File: src/rtl/mem_bus_arbiter.sv
// Two-port round-robin arbiter in front of a single Avalon-MM master port.
// Holds the command through waitrequest stalls and aborts stuck transfers with an error.
module mem_bus_arbiter #(
  parameter int unsigned MAX_WAIT = 255,
  parameter int unsigned WAIT_W   = 8
) (
  input  logic        clk,
  input  logic        reset,

  input  logic        m0_req,
  input  logic        m0_write,
  input  logic [31:0] m0_addr,
  input  logic [31:0] m0_wdata,
  input  logic [3:0]  m0_be,
  output logic        m0_done,
  output logic        m0_err,
  output logic [31:0] m0_rdata,

  input  logic        m1_req,
  input  logic        m1_write,
  input  logic [31:0] m1_addr,
  input  logic [31:0] m1_wdata,
  input  logic [3:0]  m1_be,
  output logic        m1_done,
  output logic        m1_err,
  output logic [31:0] m1_rdata,

  output logic [31:0] address,
  output logic        read,
  output logic        write,
  output logic [31:0] writedata,
  output logic [3:0]  byteenable,
  input  logic        waitrequest,
  input  logic [31:0] readdata,

  output logic        busy,
  output logic        grant_id
);

  typedef enum logic [1:0] {StIdle, StIssue, StRdata} state_e;

  localparam logic [WAIT_W:0] MaxWaitCnt = (WAIT_W + 1)'(MAX_WAIT);

  state_e            state_q, state_d;
  logic [31:0]       address_q, address_d;
  logic [31:0]       writedata_q, writedata_d;
  logic [3:0]        byteenable_q, byteenable_d;
  logic              read_q, read_d;
  logic              write_q, write_d;
  logic [1:0]        done_q, done_d;
  logic [1:0]        err_q, err_d;
  logic [31:0]       rdata_q [2];
  logic [31:0]       rdata_d [2];
  logic              busy_q, busy_d;
  logic              grant_id_q, grant_id_d;
  logic              last_grant_q, last_grant_d;
  logic [WAIT_W-1:0] wait_cnt_q, wait_cnt_d;

  logic [1:0]        elig;
  logic              gnt;
  logic [WAIT_W:0]   wait_inc;

  always_comb begin
    state_d      = state_q;
    address_d    = address_q;
    writedata_d  = writedata_q;
    byteenable_d = byteenable_q;
    read_d       = read_q;
    write_d      = write_q;
    done_d       = '0;
    err_d        = '0;
    rdata_d[0]   = rdata_q[0];
    rdata_d[1]   = rdata_q[1];
    grant_id_d   = grant_id_q;
    last_grant_d = last_grant_q;
    wait_cnt_d   = wait_cnt_q;
    gnt          = 1'b0;
    // A port in its own done cycle is masked so the same request is not re-granted.
    elig         = {m1_req, m0_req} & ~done_q;
    wait_inc     = {1'b0, wait_cnt_q} + (WAIT_W + 1)'(1);

    unique case (state_q)
      StIdle: begin
        if (elig != 2'b00) begin
          gnt          = (elig == 2'b11) ? ~last_grant_q : elig[1];
          address_d    = gnt ? m1_addr  : m0_addr;
          writedata_d  = gnt ? m1_wdata : m0_wdata;
          byteenable_d = gnt ? m1_be    : m0_be;
          write_d      = gnt ? m1_write : m0_write;
          read_d       = ~write_d;
          grant_id_d   = gnt;
          last_grant_d = gnt;
          wait_cnt_d   = '0;
          state_d      = StIssue;
        end
      end
      StIssue: begin
        if (!waitrequest) begin
          read_d     = 1'b0;
          write_d    = 1'b0;
          wait_cnt_d = '0;
          if (write_q) begin
            done_d[grant_id_q] = 1'b1;
            state_d            = StIdle;
          end else begin
            state_d = StRdata;
          end
        end else if (wait_inc == MaxWaitCnt) begin
          read_d              = 1'b0;
          write_d             = 1'b0;
          wait_cnt_d          = '0;
          done_d[grant_id_q]  = 1'b1;
          err_d[grant_id_q]   = 1'b1;
          rdata_d[grant_id_q] = '0;
          state_d             = StIdle;
        end else begin
          wait_cnt_d = wait_inc[WAIT_W-1:0];
        end
      end
      StRdata: begin
        rdata_d[grant_id_q] = readdata;
        done_d[grant_id_q]  = 1'b1;
        state_d             = StIdle;
      end
      default: state_d = StIdle;
    endcase

    busy_d = (state_d != StIdle);
  end

  always_ff @(posedge clk) begin
    if (!reset) begin
      state_q      <= StIdle;
      address_q    <= '0;
      writedata_q  <= '0;
      byteenable_q <= '0;
      read_q       <= 1'b0;
      write_q      <= 1'b0;
      done_q       <= '0;
      err_q        <= '0;
      rdata_q[0]   <= '0;
      rdata_q[1]   <= '0;
      busy_q       <= 1'b0;
      grant_id_q   <= 1'b0;
      last_grant_q <= 1'b1;
      wait_cnt_q   <= '0;
    end else begin
      state_q      <= state_d;
      address_q    <= address_d;
      writedata_q  <= writedata_d;
      byteenable_q <= byteenable_d;
      read_q       <= read_d;
      write_q      <= write_d;
      done_q       <= done_d;
      err_q        <= err_d;
      rdata_q[0]   <= rdata_d[0];
      rdata_q[1]   <= rdata_d[1];
      busy_q       <= busy_d;
      grant_id_q   <= grant_id_d;
      last_grant_q <= last_grant_d;
      wait_cnt_q   <= wait_cnt_d;
    end
  end

  assign address    = address_q;
  assign writedata  = writedata_q;
  assign byteenable = byteenable_q;
  assign read       = read_q;
  assign write      = write_q;
  assign m0_done    = done_q[0];
  assign m1_done    = done_q[1];
  assign m0_err     = err_q[0];
  assign m1_err     = err_q[1];
  assign m0_rdata   = rdata_q[0];
  assign m1_rdata   = rdata_q[1];
  assign busy       = busy_q;
  assign grant_id   = grant_id_q;

endmodule

File: config.mk
export PLATFORM = sky130hd
export DESIGN_NAME = mem_bus_arbiter
export DESIGN_NICKNAME = d
export VERILOG_FILES = /design/src/rtl/mem_bus_arbiter.sv
export SDC_FILE = /design/constraint.sdc
export NUM_CORES = 1
export LEC_CHECK = 0
export CAP_MARGIN = 20
export CORE_MARGIN = 3
export CORE_UTILIZATION = 45
export DETAILED_ROUTE_END_ITERATION = 10
export DONT_BUFFER_PORTS = 1
export MAX_ROUTING_LAYER = met4
export PLACE_DENSITY = 0.7
export RECOVER_POWER = 50
export SLEW_MARGIN = 20
export SYNTH_ARGS = -nofsm -noshare
export SYNTH_HDL_FRONTEND = slang
export SYNTH_SLANG_ARGS = --single-unit
File: constraint.sdc
create_clock -name clk -period 2.05 [get_ports clk]
set_input_delay 0.615 -clock clk [delete_from_list [all_inputs] [get_ports clk]]
set_output_delay 0.615 -clock clk [all_outputs]
set_load 0.05 [all_outputs]
==> reports/qor.yml <==
grt_pass1_vias: 4496
min_period_over_period: 0.954
crit_family: "simple AND/OR/NAND/NOR gates"
seq_area_mm2: 0.00302
worstMarginPinSlew_ps: 636
synth.distinct_cells: 41
wl_mm: 16.5
hpwlAfterDp_mm: 12.4
wl_per_cell_um: 21.2
drive_above_1_share: 0.114
grt.overflow.total: 0
n_antenna_cell: 0
vdd_ir_drop_max_mv: 0.472
holdBufCountCts: 0
portBuffers: 0
maxSlewHeadroom: 0.575
routed-via-count: 4546
die_h_um: 121
ys_ff_latch: 151
path_clk_slew_ps: 60
utilization: 0.536
cpPeakStageDelay_ps: 460
final_nets: 772
fin_skew_ps: 9.23
cp-startpoint: "wait_cnt_q[0]"
dr.pass1.iters: 5
worstPathCellList: "ha_2, xnor2_1, or3_4, or2_0, or4_1, a31oi_1"
core_area_mm2: 0.0128
vias_per_cell: 5.85
critPathCaptureType: "flop"
gp_congestion: 0.837
rr_endpoint: "rdata_q[0][23]"
antenna_found_initial: 0
slew_viol_final: 0
clkLatencyLatePin_ps: 420
rr_worst_depth: 6
dp_cells: 745
final_common_cell: "dfxtp_1"
drv_cap: 0
syn_nets: 779
drt_iter0_drc: 156
synthCells: 599
synth_top_cell_area_share: 0.507
regToRegStartpoint: "wait_cnt_q[0]"
async_reset_ff_frac: 0
yosys_warnings: 0
htreeDepth: 4
status: "finished, final reports clean"
final_cell_mix: "150 x dfxtp_1, 84 x nor2_1, 70 x a211oi_1"
cp.arrival_ps: 2290
grt.total_usage: 0.221
synth-edff-count: 0
rsz0062_at_grt: "false"
grt_pass1_wl_mm: 24.5
root_buffer: "clkbuf_16"
grt_max_degree: 42
clock-sinks: 151
start_util: 0.467
setup_viol: 0
period_needed_ps: 1960
report.final.hold_viol_count: 0
die_x_um: 121
synth_area_leader_cell: "dfxtp_1"
leakagePower_nw: 2.69
ant_nets: 0
hold_class: "input pin to flop"
synth_top_cells_by_area: "dfxtp_1 51%, mux2i_1 12%, o2bb2ai_1 9.3%"
synth_sequential_area_ratio: 0.507
area_delta_synth_final_pct: 14.8
required_ps: 2390
io_pins: 315
tns_ps: 0
power.total_w: 0.00809
layout.cells.non_filler: 777
crit_path_start_kind: "flop"
cts_tree: "yes"
path_class: "flop to flop"
crit_buf_inv: 0
critPathMaxFanout: 5
timing.fmax_ghz: 0.511
crit_cells: 6
crit_slowest_cell: "or4_1"
die-area_mm2: 0.0147
clockBufferDepth: 2
cp-endpoint: "rdata_q[0][23]"
multi_input_area_mm2: 0.00271
rrSetupSlack_ps: 90
netlist_area_mm2: 0.00596
powerDensity_mw_per_mm2: 1180
rows: 41
cts_buffers: 17
synth.avg_cell_area_um2: 9.95
fillers: 1156
route.detailed.drc: 0
yosys_most_used_dff: "dfxtp_1"
power breakdown:
group | internal (W) | switching (W)
Sequential | 0.00317 | 0.000943
Clock | 0.00173 | 0.00127
Combinational | 0.000404 | 0.000572
Yosys cell counts, types with 4 or more instances:
cell       count
clkbuf_1      34
buf_2         13
o21ai_0        4
nand2b_1       5
xor2_1         5
a211oi_1      70
nand3_1        5
ha_1           5
nor2_1        84
dfxtp_1      151
nand2_1       42
xnor2_1        4
inv_1          8
o2bb2ai_1     63
mux2i_1       69
timing repair:
| action | in CTS | in global routing |
|---|---|---|
| buffers inserted | 0 | 0 |
| gates resized for setup | 0 | 2 |
| endpoints found under the setup margin | 0 | 64 |
cells by family (layout without fill, tap and decap cells):
group | count (synthesis) | count (layout) | share of synthesized area
and+or+nand+nor | 154 | 154 | 0.110
AOI/OAI and AO/OA | 153 | 153 | 0.203
DFF | 151 | 151 | 0.507
muxes | 69 | 69 | 0.116
buffers and inverters | 58 | 64 | 0.0405
xor gates and xnor gates | 9 | 9 | 0.0132
adders and majority gates | 5 | 5 | 0.0105
how the worst min path moves through the flow:
stage	to	slack (ps)	startpoint	depth (start not counted)
2_1_floorplan	last_grant_q	470	last_grant_q	2
3_3_place_gp	wait_cnt_q[6]	500	wait_cnt_q[6]	2
3_5_place_dp	wait_cnt_q[7]	510	wait_cnt_q[7]	2
4_1_cts	last_grant_q	280	reset	1
5_1_grt	last_grant_q	300	reset	1
6_report	last_grant_q	300	reset	1
flip-flops by register name (all words and copies together), names as in the netlist:
name and count:
read 1, address 32, byteenable 4, write 1, rdata_q 64, last_grant_q 1
grant_id 1, writedata 32, done_q 2, busy 1, wait_cnt_q 8, err_q 2
state_q 2
per-stage QoR:
step	worst slack, ps	hold WS [ps]	instance area (um^2)
2_1_floorplan	121	474	5960
3_3_place_gp	73.4	503	6280
3_5_place_dp	37.1	507	6280
4_1_cts	38.1	283	6860
5_1_grt	18.1	296	6840
6_report	94.5	305	6840
final cells by class:
class | instances | area share
Clock buffer | 18 | 0.0642
Clock inverter | 14 | 0.0203
Inverter | 8 | 0.00439
Multi-Input combinational cell | 390 | 0.396
Sequential cell | 151 | 0.442
Tap cell | 172 | 0.0315
Timing Repair Buffer | 24 | 0.0415
metal layers:
layer	wire length, um	track usage
met2	8150	0.367
met1	5950	0.230
met5	0	-
met3	1770	0.0853
met4	581	0.109
Power figures use the tool's default switching activity.
